<file path="config.mk">
export PLATFORM = sky130hd
export DESIGN_NAME = blitrd_port
export DESIGN_NICKNAME = d
export VERILOG_FILES = /design/src/rtl/blitrd_port_pkg.sv /design/src/rtl/blitrd_cap.sv /design/src/rtl/blitrd_port.sv
export SDC_FILE = /design/constraint.sdc
export NUM_CORES = 1
export LEC_CHECK = 0
export ABC_CLOCK_PERIOD_IN_PS = 2000
export CORE_MARGIN = 8
export CORE_UTILIZATION = 40
export CTS_BUF_LIST = sky130_fd_sc_hd__clkbuf_2
export DETAILED_ROUTE_END_ITERATION = 10
export DONT_BUFFER_PORTS = 1
export SLEW_MARGIN = 0
export SYNTH_ARGS = -nofsm -noshare
export SYNTH_HDL_FRONTEND = slang
export SYNTH_SLANG_ARGS = --single-unit
</file>
<file path="constraint.sdc">
create_clock -name clk -period 2 [get_ports clk]
set_input_delay 0.6 -clock clk [delete_from_list [all_inputs] [get_ports clk]]
set_output_delay 0.6 -clock clk [all_outputs]
set_load 0.005 [all_outputs]
</file>
<file path="src/rtl/blitrd_port_pkg.sv">
// Shared blitter read-port defines: register offsets, FSM encoding, wait limit.
package blitrd_port_pkg;

  localparam int unsigned DATA_W = 32;
  localparam int unsigned POS_W  = 16;
  localparam int unsigned ADDR_W = 8;
  localparam int unsigned OFS_W  = 6;
  localparam int unsigned WCNT_W = 2;

  localparam logic [ADDR_W-1:0] OFS_A1POS  = 8'h04;
  localparam logic [ADDR_W-1:0] OFS_A1POSF = 8'h18;
  localparam logic [ADDR_W-1:0] OFS_A2POS  = 8'h2C;
  localparam logic [ADDR_W-1:0] OFS_STATUS = 8'h38;

  // Consecutive posupd cycles tolerated in WAIT before capture is forced.
  localparam logic [WCNT_W-1:0] WAIT_MAX = 2'd3;

  typedef enum logic [1:0] {
    ST_IDLE  = 2'd0,
    ST_WAIT  = 2'd1,
    ST_CAPT  = 2'd2,
    ST_DRIVE = 2'd3
  } rd_state_t;

  typedef struct packed {
    logic [POS_W-1:0] y;
    logic [POS_W-1:0] x;
  } pos_pair_t;

  function automatic logic [OFS_W-1:0] word_of(input logic [ADDR_W-1:0] byte_ofs);
    return byte_ofs[ADDR_W-1:2];
  endfunction

endpackage

</file>
<file path="src/rtl/blitrd_cap.sv">
// Snapshot register and offset mux; holds data only for the cycle after capture.
module blitrd_cap
  import blitrd_port_pkg::*;
(
  input  logic              clk,
  input  logic              reset_n,
  input  logic              cap_en,
  input  logic [OFS_W-1:0]  ofs,
  input  logic [POS_W-1:0]  a1_x,
  input  logic [POS_W-1:0]  a1_y,
  input  logic [POS_W-1:0]  a2_x,
  input  logic [POS_W-1:0]  a2_y,
  input  logic [POS_W-1:0]  a1_fx,
  input  logic [POS_W-1:0]  a1_fy,
  input  logic              idle,
  input  logic              stop_bit,
  output logic [DATA_W-1:0] snap
);

  pos_pair_t        a1_c, a1f_c, a2_c;
  logic [DATA_W-1:0] sel_c;

  assign a1_c  = '{y: a1_y,  x: a1_x};
  assign a1f_c = '{y: a1_fy, x: a1_fx};
  assign a2_c  = '{y: a2_y,  x: a2_x};

  always_comb begin
    sel_c = '0;
    case (ofs)
      word_of(OFS_A1POS):  sel_c = a1_c;
      word_of(OFS_A1POSF): sel_c = a1f_c;
      word_of(OFS_A2POS):  sel_c = a2_c;
      word_of(OFS_STATUS): sel_c = {{(DATA_W-2){1'b0}}, stop_bit, idle};
      default:             sel_c = '0;
    endcase
  end

  // Both halves load in one edge; cleared otherwise so the bus reads zero when not driven.
  always_ff @(posedge clk or negedge reset_n) begin
    if (!reset_n) begin
      snap <= '0;
    end else begin
      snap <= cap_en ? sel_c : '0;
    end
  end

endmodule

</file>
<file path="src/rtl/blitrd_port.sv">
// GPU read port onto blitter position/status registers with posupd-safe capture.
module blitrd_port
  import blitrd_port_pkg::*;
(
  input  logic              clk,
  input  logic              reset_n,
  input  logic              bliten,
  input  logic              gpu_memw,
  input  logic              gpu_rreq,
  input  logic [ADDR_W-1:0] gpu_addr,
  input  logic              posupd,
  input  logic [POS_W-1:0]  a1_x,
  input  logic [POS_W-1:0]  a1_y,
  input  logic [POS_W-1:0]  a2_x,
  input  logic [POS_W-1:0]  a2_y,
  input  logic [POS_W-1:0]  a1_fx,
  input  logic [POS_W-1:0]  a1_fy,
  input  logic              idle,
  input  logic              stopped,
  output logic [DATA_W-1:0] gpu_dout,
  output logic              gpu_dout_en,
  output logic              gpu_rack,
  output logic              busy
);

  rd_state_t         state;
  logic [WCNT_W-1:0] wait_cnt;
  logic [OFS_W-1:0]  ofs;
  logic              stop_sticky;

  logic accept_c;
  logic capt_c;
  logic status_rd_c;
  logic stop_bit_c;
  logic addr_lsb_unused;

  assign accept_c        = gpu_rreq & bliten & ~gpu_memw & (state == ST_IDLE);
  assign capt_c          = (state == ST_CAPT);
  assign status_rd_c     = capt_c & (ofs == word_of(OFS_STATUS));
  assign stop_bit_c      = stop_sticky | stopped;
  assign addr_lsb_unused = ^gpu_addr[1:0];

  // Read FSM; rack/dout_en are set on the CAPT edge so they coincide with the snapshot.
  always_ff @(posedge clk or negedge reset_n) begin
    if (!reset_n) begin
      state       <= ST_IDLE;
      wait_cnt    <= '0;
      ofs         <= '0;
      gpu_dout_en <= 1'b0;
      gpu_rack    <= 1'b0;
      busy        <= 1'b0;
    end else begin
      gpu_dout_en <= 1'b0;
      gpu_rack    <= 1'b0;
      case (state)
        ST_IDLE: begin
          if (accept_c) begin
            state    <= ST_WAIT;
            ofs      <= word_of(gpu_addr);
            wait_cnt <= '0;
            busy     <= 1'b1;
          end
        end
        ST_WAIT: begin
          if (posupd && (wait_cnt < WAIT_MAX)) begin
            wait_cnt <= wait_cnt + WCNT_W'(1);
          end else begin
            state <= ST_CAPT;
          end
        end
        ST_CAPT: begin
          state       <= ST_DRIVE;
          gpu_dout_en <= 1'b1;
          gpu_rack    <= 1'b1;
        end
        ST_DRIVE: begin
          state    <= ST_IDLE;
          wait_cnt <= '0;
          busy     <= 1'b0;
        end
        default: begin
          state <= ST_IDLE;
          busy  <= 1'b0;
        end
      endcase
    end
  end

  // A stop seen in the same cycle as a STATUS capture re-arms the flag.
  always_ff @(posedge clk or negedge reset_n) begin
    if (!reset_n) begin
      stop_sticky <= 1'b0;
    end else begin
      stop_sticky <= stopped | (stop_sticky & ~status_rd_c);
    end
  end

  blitrd_cap u_cap (
    .clk      (clk),
    .reset_n  (reset_n),
    .cap_en   (capt_c),
    .ofs      (ofs),
    .a1_x     (a1_x),
    .a1_y     (a1_y),
    .a2_x     (a2_x),
    .a2_y     (a2_y),
    .a1_fx    (a1_fx),
    .a1_fy    (a1_fy),
    .idle     (idle),
    .stop_bit (stop_bit_c),
    .snap     (gpu_dout)
  );

endmodule

</file>
==> qor.txt, run 1 <==
first-pass GRT wire length: 8.92 mm
Clock Sinks: 45
worst hold start: stopped
Starting Density: 41.0%
DRT iter0 DRCs: 109
critical path class: flop to flop
Mapped Area: 0.00208 mm²
port bufs: 0
filler cell count: 509
reg2reg start: ofs[5]$_DFFE_PN0P_
design area: 0.00222 mm²
Root Buffer: clkbuf_2
Slew Limit Headroom: 73.9%
Post-synth top cells: dfrtp_1 (45), nor2_1 (33), a222oi_1 (30)
DR vias/cell: 6.54
Placed Area: 0.00215 mm²
M3 GR Usage: 7.50%
crit path launch type: flop
ant diodes: 0
Yosys cell types: 31
Core ar.: 0.00507 mm²
total negative slack: 0 ps
Crit path buffers/inverters: 1
final RePlAce weighted congestion: 0.753
ys async rst share: 100%
vias in the first global route: 1671
worst vdd rail ir drop: 0.525 mV
Worst-Skew Late Latency: 390 ps
GRT Resource Usage Total: 15.3%
clock-pin slew on the worst setup and hold paths: 210 ps
skew final: 18.1 ps
Hold WC Path Type: input pin to flop
share of layout cells above drive strength 1: 15.4%
drt total wl: 6.43 mm
critical path peak fanout: 18
Final setup viols: 0
width of the die: 88.1 µm
H-tree levels: 2
max incr delay on CP: 560 ps
Layout area overhead: 6.62%
top_reg_cell synth: dfrtp_1
cell count after synthesis: 178
unrepaired setup endpoints after global routing: false
global route overflow: 0
largest net degree at the start of global routing: 46
total CTS buffers: 5
CP Capture Type: flop
CP startpoint: ofs[5]$_DFFE_PN0P_
power per cell area: 1000 mW/mm²
initial antenna violation count: 0
Max Fclk: 559 MHz
grt met1 use: 14.4%
YS warnings: 0
Final Hold Fails: 0
Pre-antenna DRT Iters: 6
post-route clock period utilization: 89.5%
multi-input logic area: 853 µm²
Yosys top cell area share: 54.2%
Critical Path RT: 2330 ps
Yosys reg bits: 45
max-slew violation count: 0
Max Cap Viol: 0
largest cells by area after synthesis: dfrtp_1 (54%), a222oi_1 (14%), nor2_1 (6.0%)
outcome: complete, no violations
DIE AREA: 0.00776 mm²
number of flops mapped to enable cells by yosys: 0
post-layout min period: 1790 ps
worst slack at placement: 256 ps
HPWL after DPL: 5.11 mm
post-DR wirelength/cell: 25.5 µm
post-route ant nets: 0
CTS tree: done
worst setup margin: 210 ps
largest buffer count on any clock path: 2
Die Span Y: 88.1 µm
Global Route met2 Usage: 27.3%
Avg Cell Area, Syn: 11.7 µm²
I/O pin cnt: 147
fin nets: 300
# DRC: 0
critical path's slowest cell: or4b_4
syn nets: 296
CP arrival: 2120 ps
worst-margin pin slew: 392 ps
via count: 1648
FF/Latch Area: 0.00113 mm²
CP top delay family: simple AND/OR/NAND/NOR gates
cell leakage power: 0.918 nW
gr busiest metal: met2
crit-path cells: or4b_4 > nor3_4 > buf_4 > a22oi_1 > a21oi_1
largest area contributor in the netlist: dfrtp_1
sequential element share of the synthesized area: 54.2%
most frequent cell after synthesis: dfrtp_1
site row count: 26
-- power breakdown --
group	leakage (nW)	switching [mW]	internal [mW]
Sequential	0.605	0.132	1.03
Combinational	0.286	0.383	0.332
Clock	0.0265	0.262	0.0817
-- state kept, by name, indices dropped and copies added (netlist names) --
register	count
u_cap.snap	32
stop_sticky	1
gpu_rack	1
wait_cnt	2
ofs	6
state	2
busy	1
-- layer usage --
layer | vias up | share of wire (%) | wire length, µm
met5 | - | 0 | 0
met4 | 0 | 2.1 | 132
met3 | 14 | 14 | 869
met2 | 129 | 52 | 3340
met1 | 807 | 33 | 2090
li1 | 698 | - | -
-- metrics by stage --
stage / cells / utilization, % / total power, mW / hold WS (ps)
after global placement: 243 / 42.3 / 1.81 / 306
final: 252 / 43.7 / 2.22 / 296
after global routing: 252 / 43.7 / 2.39 / 251
after detailed placement: 243 / 42.3 / 1.87 / 306
after floorplan: 178 / - / 1.71 / 304
after CTS: 251 / 43.5 / 2.24 / 5.01
-- final timing paths --
| check | cells past startpoint | slack, ps | end |
|---|---|---|---|
| hold reg to reg | 1 | 510 | stop_sticky$_DFF_PN0_ |
| setup reg to reg | 5 | 210 | u_cap.snap[1]$_DFF_PN0_ |
| min in group asynchronous | 2 | 680 | ofs[4]$_DFFE_PN0P_ |
| max in group asynchronous | 2 | 1110 | busy$_DFFE_PN0P_ |
| setup / recovery | 5 | 210 | u_cap.snap[1]$_DFF_PN0_ |
| hold / removal | 1 | 300 | stop_sticky$_DFF_PN0_ |
-- area by class of cell --
type | count | area share, %
Inverter | 3 | 0.508
Sequential cell | 45 | 50.8
Tap cell | 70 | 3.95
Multi-Input combinational cell | 116 | 38.5
Clock buffer | 6 | 1.35
Timing Repair Buffer | 11 | 4.74
Clock inverter | 1 | 0.169
-- what timing repair did --
action / 4_1_cts / 5_1_grt
gates resized for setup: 0 / 0
hold buffers: 1 / 1
endpoints found under the setup margin: 0 / 0
buffers inserted: 0 / 0
endpoints found under the hold margin: 45 / 35
-- logic make-up after synthesis --
group	Yosys count	share of synthesized area, %
AOI/OAI and AO/OA	42	18.0
adders and majority gates	6	3.61
buffers and inverters	17	5.11
DFF	45	54.2
muxes	9	4.81
and+or+nand+nor	59	14.3
-- placed cells by master, fill, tap and decap left out, drive strengths merged, types with 2 or more instances in the layout --
master / instances
nand3b: 2
clkbuf: 6
nand2: 4
ha: 6
a22oi: 2
a21oi: 4
nand3: 7
o21ai: 3
nor3: 2
nand4b: 3
dfrtp: 45
or4b: 2
mux2: 8
buf: 10
inv: 3
nor2: 34
a222oi: 30
Power figures use the tool's default switching activity.
==> inputs of run 2 (changes only) <==
--- a/config.mk
+++ b/config.mk
@@ -6,7 +6,7 @@
 export NUM_CORES = 1
 export LEC_CHECK = 0
 export ABC_CLOCK_PERIOD_IN_PS = 2000
-export CORE_MARGIN = 8
+export CORE_MARGIN = 1
 export CORE_UTILIZATION = 40
 export CTS_BUF_LIST = sky130_fd_sc_hd__clkbuf_2
 export DETAILED_ROUTE_END_ITERATION = 10
@@ -15,3 +15,4 @@
 export SYNTH_ARGS = -nofsm -noshare
 export SYNTH_HDL_FRONTEND = slang
 export SYNTH_SLANG_ARGS = --single-unit
+export TNS_END_PERCENT = 20
==> run 2 against run 1 <==
Effect of this change: combinational power decreased by 1%; first-iteration DRC count is 56% higher; sequential share of layout area increased by 0.086 points; non-clock buffer count unchanged; design area is 0.17% lower; via count decreased by 4.1%; critical path depth unchanged; clock power hardly changed; critical path type unchanged; largest power group unchanged.
==> qor.txt, run 2 (synthesis results as in run 1) <==
Final Hold Fails: 0 (unchanged)
filler cell count: 443 (was 509)
setup repair bufs after CTS: 0 (unchanged)
Layout area overhead: 6.44% (was 6.62%)
total CTS buffers: 5 (unchanged)
Core ar.: 0.00485 mm² (was 0.00507 mm²)
outcome: complete, no violations (unchanged)
total negative slack: 0 ps (unchanged)
unrepaired setup endpoints after global routing: false (unchanged)
Global Route met2 Usage: 30.5% (was 27.3%)
skew final: 6.42 ps (was 18.1 ps)
post-route ant nets: 0 (unchanged)
initial antenna violation count: 0 (unchanged)
critical path's slowest cell: or4b_4 (unchanged)
max-slew violation count: 0 (unchanged)
placed insts: 240 (was 243)
largest buffer count on any clock path: 2 (unchanged)
CP arrival: 2130 ps (was 2120 ps)
Max Fclk: 556 MHz (was 559 MHz)
Max Cap Viol: 0 (unchanged)
I/O pin cnt: 147 (unchanged)
fin util: 45.7% (was 43.7%)
fin nets: 300 (unchanged)
critical path peak fanout: 20 (was 18)
worst hold margin: 277 ps (was 296 ps)
leading registers by flop count: u_cap.snap x32, ofs x6 (unchanged)
crit path launch type: flop (unchanged)
Critical Path RT: 2330 ps (about the same)
commonest non-fill, non-tap cell in the layout: dfrtp_1 (unchanged)
most frequent cells in the layout: dfrtp_1 (45), nor2_1 (33), a222oi_1 (30), buf_4 (9), mux2_2 (8) (unchanged)
Placed Area: 0.00214 mm² (was 0.00215 mm²)
via count: 1580 (was 1648)
worst vdd rail ir drop: 0.593 mV (was 0.525 mV)
worst setup margin: 203 ps (was 210 ps)
drt total wl: 5.16 mm (was 6.43 mm)
width of the die: 74.1 µm (was 88.1 µm)
final RePlAce weighted congestion: 0.787 (was 0.753)
site row count: 25 (was 26)
worst-margin pin slew: 460 ps (was 392 ps)
design area: 0.00221 mm² (was 0.00222 mm²)
max FFs per register: 32 (unchanged)
worst slack at placement: 221 ps (was 256 ps)
GRT Resource Usage Total: 18.0% (was 15.3%)
port bufs: 0 (unchanged)
critical path class: flop to flop (unchanged)
ant diodes: 0 (unchanged)
Final setup viols: 0 (unchanged)
post-route clock period utilization: 89.9% (was 89.5%)
share of layout cells above drive strength 1: 15.4% (unchanged)
DRT iter0 DRCs: 170 (was 109)
DIE AREA: 0.00549 mm² (was 0.00776 mm²)
CTS tree: done (unchanged)
# DRC: 0 (unchanged)
global route overflow: 0 (unchanged)
gr busiest metal: met2 (unchanged)
HPWL after DPL: 3.95 mm (was 5.11 mm)
vias in the first global route: 1506 (was 1671)
Slew Limit Headroom: 69.1% (was 73.9%)
largest net degree at the start of global routing: 46 (unchanged)
DR vias/cell: 6.35 (was 6.54)
Pre-antenna DRT Iters: 6 (unchanged)
Reg with most FFs: u_cap.snap (unchanged)
post-DR wirelength/cell: 20.7 µm (was 25.5 µm)
Starting Density: 42.9% (was 41.0%)
M3 GR Usage: 6.10% (was 7.50%)
H-tree levels: 2 (unchanged)
crit-path cells: or4b_4 > nor2_2 > buf_4 > a22oi_1 > a21oi_1 (was or4b_4 > nor3_4 > buf_4 > a22oi_1 > a21oi_1)
post-route insts no fill: 249 (was 252)
CP Capture Type: flop (unchanged)
Worst-Skew Late Latency: 390 ps (about the same)
clock-pin slew on the worst setup and hold paths: 200 ps (was 210 ps)
post-layout min period: 1800 ps (was 1790 ps)
cell leakage power: 0.918 nW (unchanged)
total power: 2.22 mW (about the same)
first-pass GRT wire length: 7.37 mm (was 8.92 mm)
max incr delay on CP: 580 ps (was 560 ps)
power per cell area: 1000 mW/mm² (about the same)
grt met1 use: 21.1% (was 14.4%)
Die Span Y: 74.1 µm (was 88.1 µm)
Hold WC Path Type: input pin to flop (unchanged)
Root Buffer: clkbuf_2 (unchanged)
Clock Sinks: 45 (unchanged)
-- run 2: cell counts in the layout (fill, tap and decap cells not counted) --
No cell type changed its count.
-- run 2: critical path, delay by kind of cell (launching register included) --
kind	cells	cell delay [ps]
AO/OA/AOI/OAI	2	310
flip-flops	1	460
AND/OR/NAND/NOR	2	720
buffers and inverters	1	250
-- run 2: where the power goes --
part	internal [mW]	switching, mW
Sequential	1.03	0.139
Combinational	0.333	0.374
Clock	0.0816	0.266
Total	1.44	0.779
-- run 2: path summary, 6_finish.rpt --
check	from	endpoint	slack, ps	cells past startpoint
worst max-delay path	ofs[2]$_DFFE_PN0P_	u_cap.snap[0]$_DFF_PN0_	200	5
min in group asynchronous	reset_n	u_cap.snap[31]$_DFF_PN0_	680	2
worst max register to register	ofs[2]$_DFFE_PN0P_	u_cap.snap[0]$_DFF_PN0_	200	5
max in group asynchronous	reset_n	gpu_rack$_DFF_PN0_	1110	2
worst min-delay path	stopped	stop_sticky$_DFF_PN0_	280	1
worst min register to register	stop_sticky$_DFF_PN0_	stop_sticky$_DFF_PN0_	520	1
-- run 2: cell type report --
cell class | instances | area (µm²) | share of cell area (%)
Clock buffer | 6 | 30.0 | 1.36
Multi-Input combinational cell | 116 | 853 | 38.6
Sequential cell | 45 | 1130 | 50.9
Inverter | 3 | 11.3 | 0.509
Tap cell | 67 | 83.8 | 3.79
Timing Repair Buffer | 11 | 105 | 4.75
Clock inverter | 1 | 3.75 | 0.170
-- run 2: repair_timing --
item,CTS,global route
endpoints found under the hold margin,45,0
resized for setup,0,0
hold buffers,2,0
endpoints found under the setup margin,0,0
-- run 2: metal layers --
layer	vias up	wire, µm
met5	-	0
met4	0	50
met3	6	505
met2	110	2640
met1	768	1960
li1	696	-
==> inputs of run 3 (changes only) <==
--- a/config.mk
+++ b/config.mk
@@ -7,7 +7,7 @@
 export LEC_CHECK = 0
 export ABC_CLOCK_PERIOD_IN_PS = 2000
 export CORE_MARGIN = 1
-export CORE_UTILIZATION = 40
+export CORE_UTILIZATION = 50
 export CTS_BUF_LIST = sky130_fd_sc_hd__clkbuf_2
 export DETAILED_ROUTE_END_ITERATION = 10
 export DONT_BUFFER_PORTS = 1
==> run 3 against run 2 <==
Effect of this change: routed wire length decreased by 5.9%; critical endpoint is now u_cap.snap[30]$_DFF_PN0_; non-clock buffer count unchanged; critical path depth is the same; largest power group unchanged.
==> qor.txt, run 3 (synthesis results as in run 1) <==
total CTS buffers: 5 (unchanged)
worst slack at placement: 153 ps (was 221 ps)
first-pass GRT wire length: 6.59 mm (was 7.37 mm)
site row count: 23 (was 25)
Slew Limit Headroom: 76.3% (was 69.1%)
port bufs: 0 (unchanged)
unrepaired setup endpoints after global routing: false (unchanged)
worst setup margin: 210 ps (was 203 ps)
post-DR wirelength/cell: 20.9 µm (was 20.7 µm)
total negative slack: 0 ps (unchanged)
Clock Sinks: 45 (unchanged)
placed insts: 223 (was 240)
Worst-Skew Late Latency: 400 ps (was 390 ps)
grt met1 use: 24.2% (was 21.1%)
CTS tree: done (unchanged)
skew final: 13.2 ps (was 6.42 ps)
post-route clock period utilization: 89.5% (was 89.9%)
post-layout min period: 1790 ps (was 1800 ps)
Core ar.: 0.00400 mm² (was 0.00485 mm²)
largest buffer count on any clock path: 2 (unchanged)
CP arrival: 2140 ps (was 2130 ps)
M3 GR Usage: 6.51% (was 6.10%)
gr busiest metal: met2 (unchanged)
Reg with most FFs: u_cap.snap (unchanged)
via count: 1601 (was 1580)
Max Fclk: 559 MHz (was 556 MHz)
Die Span Y: 66.5 µm (was 74.1 µm)
fin nets: 300 (unchanged)
Global Route met2 Usage: 35.8% (was 30.5%)
design area: 0.00220 mm² (was 0.00221 mm²)
Max Cap Viol: 0 (unchanged)
leading registers by flop count: u_cap.snap x32, ofs x6 (unchanged)
post-route ant nets: 0 (unchanged)
max FFs per register: 32 (unchanged)
initial antenna violation count: 1 (was 0)
I/O pin cnt: 147 (unchanged)
worst-margin pin slew: 352 ps (was 460 ps)
commonest non-fill, non-tap cell in the layout: dfrtp_1 (unchanged)
H-tree levels: 2 (unchanged)
cell leakage power: 0.914 nW (was 0.918 nW)
Layout area overhead: 5.78% (was 6.44%)
critical path class: flop to flop (unchanged)
Placed Area: 0.00212 mm² (was 0.00214 mm²)
FF/Latch Area: 0.00113 mm² (unchanged)
ant diodes: 0 (unchanged)
DRT iter0 DRCs: 172 (was 170)
DR vias/cell: 6.90 (was 6.35)
drt total wl: 4.86 mm (was 5.16 mm)
CP Capture Type: flop (unchanged)
Final Hold Fails: 0 (unchanged)
multi-input logic area: 858 µm² (was 853 µm²)
final RePlAce weighted congestion: 0.673 (was 0.787)
width of the die: 66.5 µm (was 74.1 µm)
total power: 2.23 mW (was 2.22 mW)
filler cell count: 359 (was 443)
Pre-antenna DRT Iters: 5 (was 6)
worst vdd rail ir drop: 0.612 mV (was 0.593 mV)
Final setup viols: 0 (unchanged)
outcome: complete, no violations (unchanged)
power per cell area: 1010 mW/mm² (was 1000 mW/mm²)
Root Buffer: clkbuf_2 (unchanged)
DIE AREA: 0.00442 mm² (was 0.00549 mm²)
max-slew violation count: 0 (unchanged)
clock-pin slew on the worst setup and hold paths: 210 ps (was 200 ps)
HPWL after DPL: 3.60 mm (was 3.95 mm)
most frequent cells in the layout: dfrtp_1 (45), nor2_1 (33), a222oi_1 (30), buf_4 (9), mux2_2 (8) (unchanged)
largest net degree at the start of global routing: 46 (unchanged)
# DRC: 0 (unchanged)
setup repair bufs after CTS: 0 (unchanged)
critical path peak fanout: 19 (was 20)
GRT Resource Usage Total: 20.8% (was 18.0%)
Starting Density: 52.0% (was 42.9%)
Critical Path RT: 2350 ps (was 2330 ps)
share of layout cells above drive strength 1: 15.4% (unchanged)
global route overflow: 0 (unchanged)
vias in the first global route: 1385 (was 1506)
post-route insts no fill: 232 (was 249)
Hold WC Path Type: input pin to flop (unchanged)
crit path launch type: flop (unchanged)
[run 3: changes by cell type in the layout (fill, tap and decap cells not counted)]
cell,before,now
clkbuf_2,6,5
clkinvlp_4,0,1
nor2_2,1,0
nor2_4,0,1
[run 3: path summary, 6_finish.rpt]
check / start / endpoint / slack [ps] / cells past startpoint
max: ofs[5]$_DFFE_PN0P_ / u_cap.snap[30]$_DFF_PN0_ / 210 / 5
min: stopped / stop_sticky$_DFF_PN0_ / 270 / 1
max reg2reg: ofs[5]$_DFFE_PN0P_ / u_cap.snap[30]$_DFF_PN0_ / 210 / 5
min reg2reg: stop_sticky$_DFF_PN0_ / stop_sticky$_DFF_PN0_ / 510 / 1
max in group asynchronous: reset_n / u_cap.snap[1]$_DFF_PN0_ / 1120 / 2
min in group asynchronous: reset_n / stop_sticky$_DFF_PN0_ / 680 / 2
[run 3: area by class of cell]
| class | instances | area share (%) |
|---|---|---|
| inverter | 3 | 0.512 |
| timing repair buffer | 11 | 4.78 |
| clock inverter | 2 | 0.512 |
| clock buffer | 5 | 1.14 |
| tap | 50 | 2.84 |
| sequential | 45 | 51.2 |
| multi-input combinational | 116 | 39.0 |
[run 3: metrics by stage]
step                      hold slack (ps)  util, %
after floorplan                       304        -
after global placement                305     53.0
after detailed placement              305     53.0
after CTS                             245     54.9
after global routing                  218     55.0
final                                 268     55.0
[run 3: critical path, stage by stage, from the launching register on]
cell      delay, ps
dfrtp_1         480
or4b_4          580
nor2_4          200
buf_4           260
a222oi_1        110
nor2_1          110
[run 3: timing repair]
| action | in CTS | in global routing |
|---|---|---|
| endpoints found under the setup margin | 0 | 3 |
| endpoints found under the hold margin | 45 | 0 |
| hold buffers | 2 | 0 |
| gates resized for setup | 0 | 1 |
[run 3: power by group]
group          switching [mW]  internal [mW]
combinational           0.387          0.334
clock                   0.277         0.0752
sequential              0.130           1.03
total                   0.794           1.44
[run 3: layer usage]
layer | up-vias | wire length [µm]
li1 | 702 | -
met1 | 774 | 1880
met2 | 117 | 2510
met3 | 8 | 397
met4 | 0 | 64
met5 | - | 0
